===== src/rtl/regbank_sequencer.sv =====
// ============================================================================
// Module   : regbank_sequencer
// Summary  : Command-driven sequencer for an 8x16 register bank port pair.
//            Implements MOVE, SWAP, LOAD-IMMEDIATE and CLEAR-ALL.
// Revision : 1.0 - initial release
// ============================================================================
`default_nettype none

module regbank_sequencer #(
  parameter int                WIDTH     = 16,
  parameter int                IDW       = 3,
  parameter logic [WIDTH-1:0]  CLR_VALUE = 16'h0000
) (
  input  logic             clk,
  input  logic             reset,
  input  logic             cmd_valid,
  output logic             cmd_ready,
  input  logic [1:0]       cmd_op,
  input  logic [IDW-1:0]   cmd_a,
  input  logic [IDW-1:0]   cmd_b,
  input  logic [WIDTH-1:0] cmd_imm,
  output logic             done,
  output logic             busy,
  input  logic [WIDTH-1:0] bank_rOut,
  output logic [WIDTH-1:0] bank_rIn,
  output logic [IDW-1:0]   bank_inId,
  output logic [IDW-1:0]   bank_outId,
  output logic             bank_ldR
);

  localparam logic [1:0]     c_op_move = 2'b00;
  localparam logic [1:0]     c_op_swap = 2'b01;
  localparam logic [1:0]     c_op_ldi  = 2'b10;
  localparam logic [IDW-1:0] c_last_id = '1;
  localparam logic [IDW-1:0] c_id_one  = {{(IDW-1){1'b0}}, 1'b1};

  typedef enum logic [2:0] {
    S_IDLE   = 3'd0,
    S_MOV_W  = 3'd1,
    S_LDI_W  = 3'd2,
    S_SWP_RD = 3'd3,
    S_SWP_W1 = 3'd4,
    S_SWP_W2 = 3'd5,
    S_CLR_W  = 3'd6
  } state_t;

  state_t           r_state;
  state_t           w_next;
  logic [IDW-1:0]   r_a;
  logic [IDW-1:0]   r_b;
  logic [WIDTH-1:0] r_imm;
  logic [WIDTH-1:0] r_tmp;
  logic [IDW-1:0]   r_cnt;

  logic             w_accept;
  logic             w_clr_last;
  logic             w_ldR;
  logic             w_done;
  logic [WIDTH-1:0] w_rIn;
  logic [IDW-1:0]   w_inId;
  logic [IDW-1:0]   w_outId;

  assign cmd_ready  = (r_state == S_IDLE) && !reset;
  assign w_accept   = cmd_valid && cmd_ready;
  assign w_clr_last = (r_cnt == c_last_id);

  always_ff @(posedge clk) begin
    if (reset) begin
      r_state <= S_IDLE;
      r_a     <= '0;
      r_b     <= '0;
      r_imm   <= '0;
      r_tmp   <= '0;
      r_cnt   <= '0;
    end else begin
      r_state <= w_next;
      if (w_accept) begin
        r_a   <= cmd_a;
        r_b   <= cmd_b;
        r_imm <= cmd_imm;
      end
      // Snapshot of R[a] so the second SWAP write can restore it after R[a] is overwritten
      if (r_state == S_SWP_RD) begin
        r_tmp <= bank_rOut;
      end
      if (r_state == S_CLR_W) begin
        r_cnt <= w_clr_last ? '0 : r_cnt + c_id_one;
      end
    end
  end

  always_comb begin
    w_next = r_state;
    case (r_state)
      S_IDLE: begin
        if (w_accept) begin
          case (cmd_op)
            c_op_move: w_next = S_MOV_W;
            c_op_swap: w_next = S_SWP_RD;
            c_op_ldi:  w_next = S_LDI_W;
            default:   w_next = S_CLR_W;
          endcase
        end
      end
      S_MOV_W:  w_next = S_IDLE;
      S_LDI_W:  w_next = S_IDLE;
      S_SWP_RD: w_next = S_SWP_W1;
      S_SWP_W1: w_next = S_SWP_W2;
      S_SWP_W2: w_next = S_IDLE;
      S_CLR_W:  w_next = w_clr_last ? S_IDLE : S_CLR_W;
      default:  w_next = S_IDLE;
    endcase
  end

  always_comb begin
    w_ldR   = 1'b0;
    w_done  = 1'b0;
    w_rIn   = '0;
    w_inId  = '0;
    w_outId = '0;
    case (r_state)
      S_MOV_W: begin
        w_outId = r_b;
        w_inId  = r_a;
        w_rIn   = bank_rOut;
        w_ldR   = 1'b1;
        w_done  = 1'b1;
      end
      S_LDI_W: begin
        w_inId  = r_a;
        w_rIn   = r_imm;
        w_ldR   = 1'b1;
        w_done  = 1'b1;
      end
      S_SWP_RD: begin
        w_outId = r_a;
      end
      S_SWP_W1: begin
        w_outId = r_b;
        w_inId  = r_a;
        w_rIn   = bank_rOut;
        w_ldR   = 1'b1;
      end
      S_SWP_W2: begin
        w_inId  = r_b;
        w_rIn   = r_tmp;
        w_ldR   = 1'b1;
        w_done  = 1'b1;
      end
      S_CLR_W: begin
        w_inId  = r_cnt;
        w_rIn   = CLR_VALUE;
        w_ldR   = 1'b1;
        w_done  = w_clr_last;
      end
      default: begin
        w_ldR   = 1'b0;
      end
    endcase
  end

  // Reset masks outputs in its own cycle so an aborted command cannot land one more write
  assign bank_ldR   = w_ldR && !reset;
  assign done       = w_done && !reset;
  assign busy       = (r_state != S_IDLE) && !reset;
  assign bank_rIn   = reset ? '0 : w_rIn;
  assign bank_inId  = reset ? '0 : w_inId;
  assign bank_outId = reset ? '0 : w_outId;

endmodule

`default_nettype wire


===== config.mk =====
export PLATFORM = sky130hd
export DESIGN_NAME = regbank_sequencer
export DESIGN_NICKNAME = d
export VERILOG_FILES = /design/src/rtl/regbank_sequencer.sv
export SDC_FILE = /design/constraint.sdc
export NUM_CORES = 1
export LEC_CHECK = 0
export CORE_ASPECT_RATIO = 1.25
export CORE_MARGIN = 3
export CORE_UTILIZATION = 30
export CTS_CLUSTER_SIZE = 12
export DETAILED_ROUTE_END_ITERATION = 7
export SKIP_LAST_GASP = 1
export SLEW_MARGIN = 20
export SYNTH_ARGS = -nofsm -noshare
export SYNTH_HDL_FRONTEND = slang
export SYNTH_SLANG_ARGS = --single-unit

===== constraint.sdc =====
create_clock -name clk -period 1.4 [get_ports clk]
set_input_delay 0.14 -clock clk [delete_from_list [all_inputs] [get_ports clk]]
set_output_delay 0.14 -clock clk [all_outputs]
set_load 0.02 [all_outputs]

==> metrics.yaml <==
run_status: "finished with violations"
failed_checks: "negative setup slack"
drc: 0
min_period_over_period: 1.33
netlist_area_um2: 2680
drt-met1-wl_um: 3620
io_pins: 69
syn-num-nets: 339
power.total_mw: 3.22
cts_buffers: 5
clock.fmax_ghz: 0.536
yosysSeqAreaShare: 0.329
antenna_found_initial: 0
grt_pass1_vias: 2608
drtIter0Drc: 123
fin_crit_ps: 1860
place.gp.congestion: 0.770
r2r_end: "r_a[1]"
area_growth_pct: 62.3
worstSetupEndpointType: "primary output"
worst_pin_slew_ps: 475
portBuffers: 68
wl_met3_um: 401
required_ps: 1260
grt_setup_unrepaired: "true"
rows: 37
totalWireLength_um: 8340
vias: 2568
holdPathStages: 4
grt-ovfl-total: 0
grt_max_degree: 42
cts_tree: "done"
ys_types: 37
max_slew_margin: 0.683
holdCritStartpoint: "reset"
fillCellCount: 763
start_util: 0.316
place_ws_ps: -597
grt_use_total: 0.159
viasPerCell: 5.00
ir_worst_vdd_mv: 0.360
top_layer: "met4"
whs_ps: 391
path_clk_slew_ps: 80
finalInstanceArea_um2: 4350
die_w_um: 90.5
ys_seq_elements: 44
p_leak_nw: 1.63
r2r-start: "r_state[2]"
cts-root-buf: "clkbuf_8"
min_path_type: "primary input to flip-flop"
die_y_um: 112
finalNetCount: 442
fp.coreArea_um2: 8470
worstPathArrival_ps: 1720
grt_pass1_wl_um: 13100
worst_slack_ps: -465
clkLatencyLatePin_ps: 300
die_area_um2: 10100
setup_viol: 49
startpoint_type: "flip-flop"
criticalPathCategory: "flip-flop to primary output"
dp_cells: 491
fin_util: 0.513
avgSynthCellArea_um2: 9.11
finalHoldViolCount: 0
timing.reg2reg.setup_slack_ps: -170
final_cells: 514
dp_hpwl_um: 5330
dpl_cell_area_um2: 3780
drive_gt1_frac: 0.476
hold_end: "r_cnt[1]"
cts_hold_buf: 0
cts_buffer_depth: 2
reg2reg_depth: 7
htree_levels: 2
cts.sinks: 44
diodes: 0
skew_ps: 3.77
synthCells: 294
drtAntennaViolNets: 0
cap_violations: 0
dr.pass1.iters: 5
wl_per_cell_um: 16.2
yosysWarnings: 0
wl_met2_um: 4250
p_per_area_nw_per_um2: 741
finalSetupTns_ps: -12150
maxSlewViolCount: 0
worstPathMaxFanout: 8
[power breakdown]
group          internal [mW]  switching (mW)
Sequential              1.32          0.0551
Clock                  0.340           0.419
Combinational          0.606           0.481
[synth_stat cells]
cell type	number	share of area
or2_2	2	0.0047
buf_12	1	0.0075
a32oi_1	19	0.062
o22ai_1	2	0.0047
nor2_2	1	0.0023
a21oi_1	31	0.058
mux2_4	20	0.11
a21oi_2	10	0.033
o2111ai_1	1	0.0033
and4b_1	1	0.0037
ha_1	2	0.0093
nand2b_1	1	0.0023
buf_6	5	0.021
nand3_1	4	0.0075
nor3_1	4	0.0075
clkbuf_1	3	0.0042
or3b_1	1	0.0033
mux2_2	22	0.093
o21ai_0	3	0.0056
xor2_1	1	0.0033
nor2b_1	26	0.061
and3b_1	1	0.0033
buf_2	10	0.019
nand2_1	51	0.071
inv_1	4	0.0056
nor3b_4	1	0.0070
or3_1	1	0.0023
o21ai_1	1	0.0019
clkbuf_2	1	0.0019
a2bb2oi_1	1	0.0033
dfxtp_1	44	0.33
nand3b_1	2	0.0056
nand3_2	1	0.0037
nor2_1	5	0.0070
buf_4	6	0.017
a211oi_1	3	0.0084
a21boi_0	2	0.0056
[layout make-up]
cell class | count | area, µm² | share of cell area
clock buffers | 6 | 72.6 | 0.0167
clock inverters | 1 | 5.00 | 0.00115
inverters | 4 | 17.5 | 0.00403
multi-input cells | 221 | 1940 | 0.447
flip-flops and latches | 44 | 895 | 0.206
well taps | 117 | 146 | 0.0337
repair buffers | 121 | 1270 | 0.292
[cells by family after synthesis]
kind of cell / count (synthesis) / share of synthesized area
AO/OA/AOI/OAI: 73 / 0.186
XOR/XNOR: 1 / 0.00327
adder cells (fa/ha/maj): 2 / 0.00934
buffers and inverters: 30 / 0.0757
flip-flops: 44 / 0.329
multiplexers: 42 / 0.205
AND/OR/NAND/NOR: 102 / 0.193
[per-layer routing]
metal / GRT usage / vias up
li1: - / 1257
met1: 0.206 / 1232
met2: 0.275 / 72
met3: 0.0284 / 7
met4: 0.0358 / 0
met5: 0 / -
[placed cells by master, fill, tap and decap left out, types with 4 or more instances in the layout]
master           Yosys  final
buf_6                5     23
nand2_1             51     51
dfxtp_1             44     39
a21oi_4              0     14
a32oi_2              0      7
buf_12               1      7
a32oi_1             19     12
clkdlybuf4s50_1      0     41
clkbuf_8             0      5
mux2_4              20     21
a21oi_2             10      5
nor2b_1             26     22
a21oi_1             31     22
nor2_2               1      4
buf_4                6     40
mux2_2              22     21
buf_2               10      4
nand3_1              4      4
[what timing repair did]
action	in CTS	in global routing
pin swaps	8	18
gates resized for setup	196	24
buffers inserted	10	4
endpoints found under the setup margin	66	66
cloned	3	2
[state kept, by name, indices dropped and copies added, names as in the netlist]
register,count
r_a,3
r_b,3
r_cnt,3
r_imm,16
r_state,3
r_tmp,16
[worst max-delay path by stage]
stage                from      endpoint  slack (ps)
6_report       r_state[2]   bank_rIn[4]        -460
3_5_place_dp   r_state[0]  bank_rIn[13]        -600
3_3_place_gp   r_state[0]  bank_rIn[13]        -610
2_1_floorplan  r_state[0]   bank_rIn[0]         -90
4_1_cts        r_state[2]   bank_rIn[0]        -390
5_1_grt        r_state[2]   bank_rIn[4]        -500
[worst max-delay path, cell delays in order, from the launching register on]
cell and delay [ps]:
dfxtp_4 370, buf_6 130, nor3b_4 300, clkbuf_16 230, a32oi_1 80, a21oi_2 170, buf_4 160
Note: power is estimated with default switching activity, not from simulation.
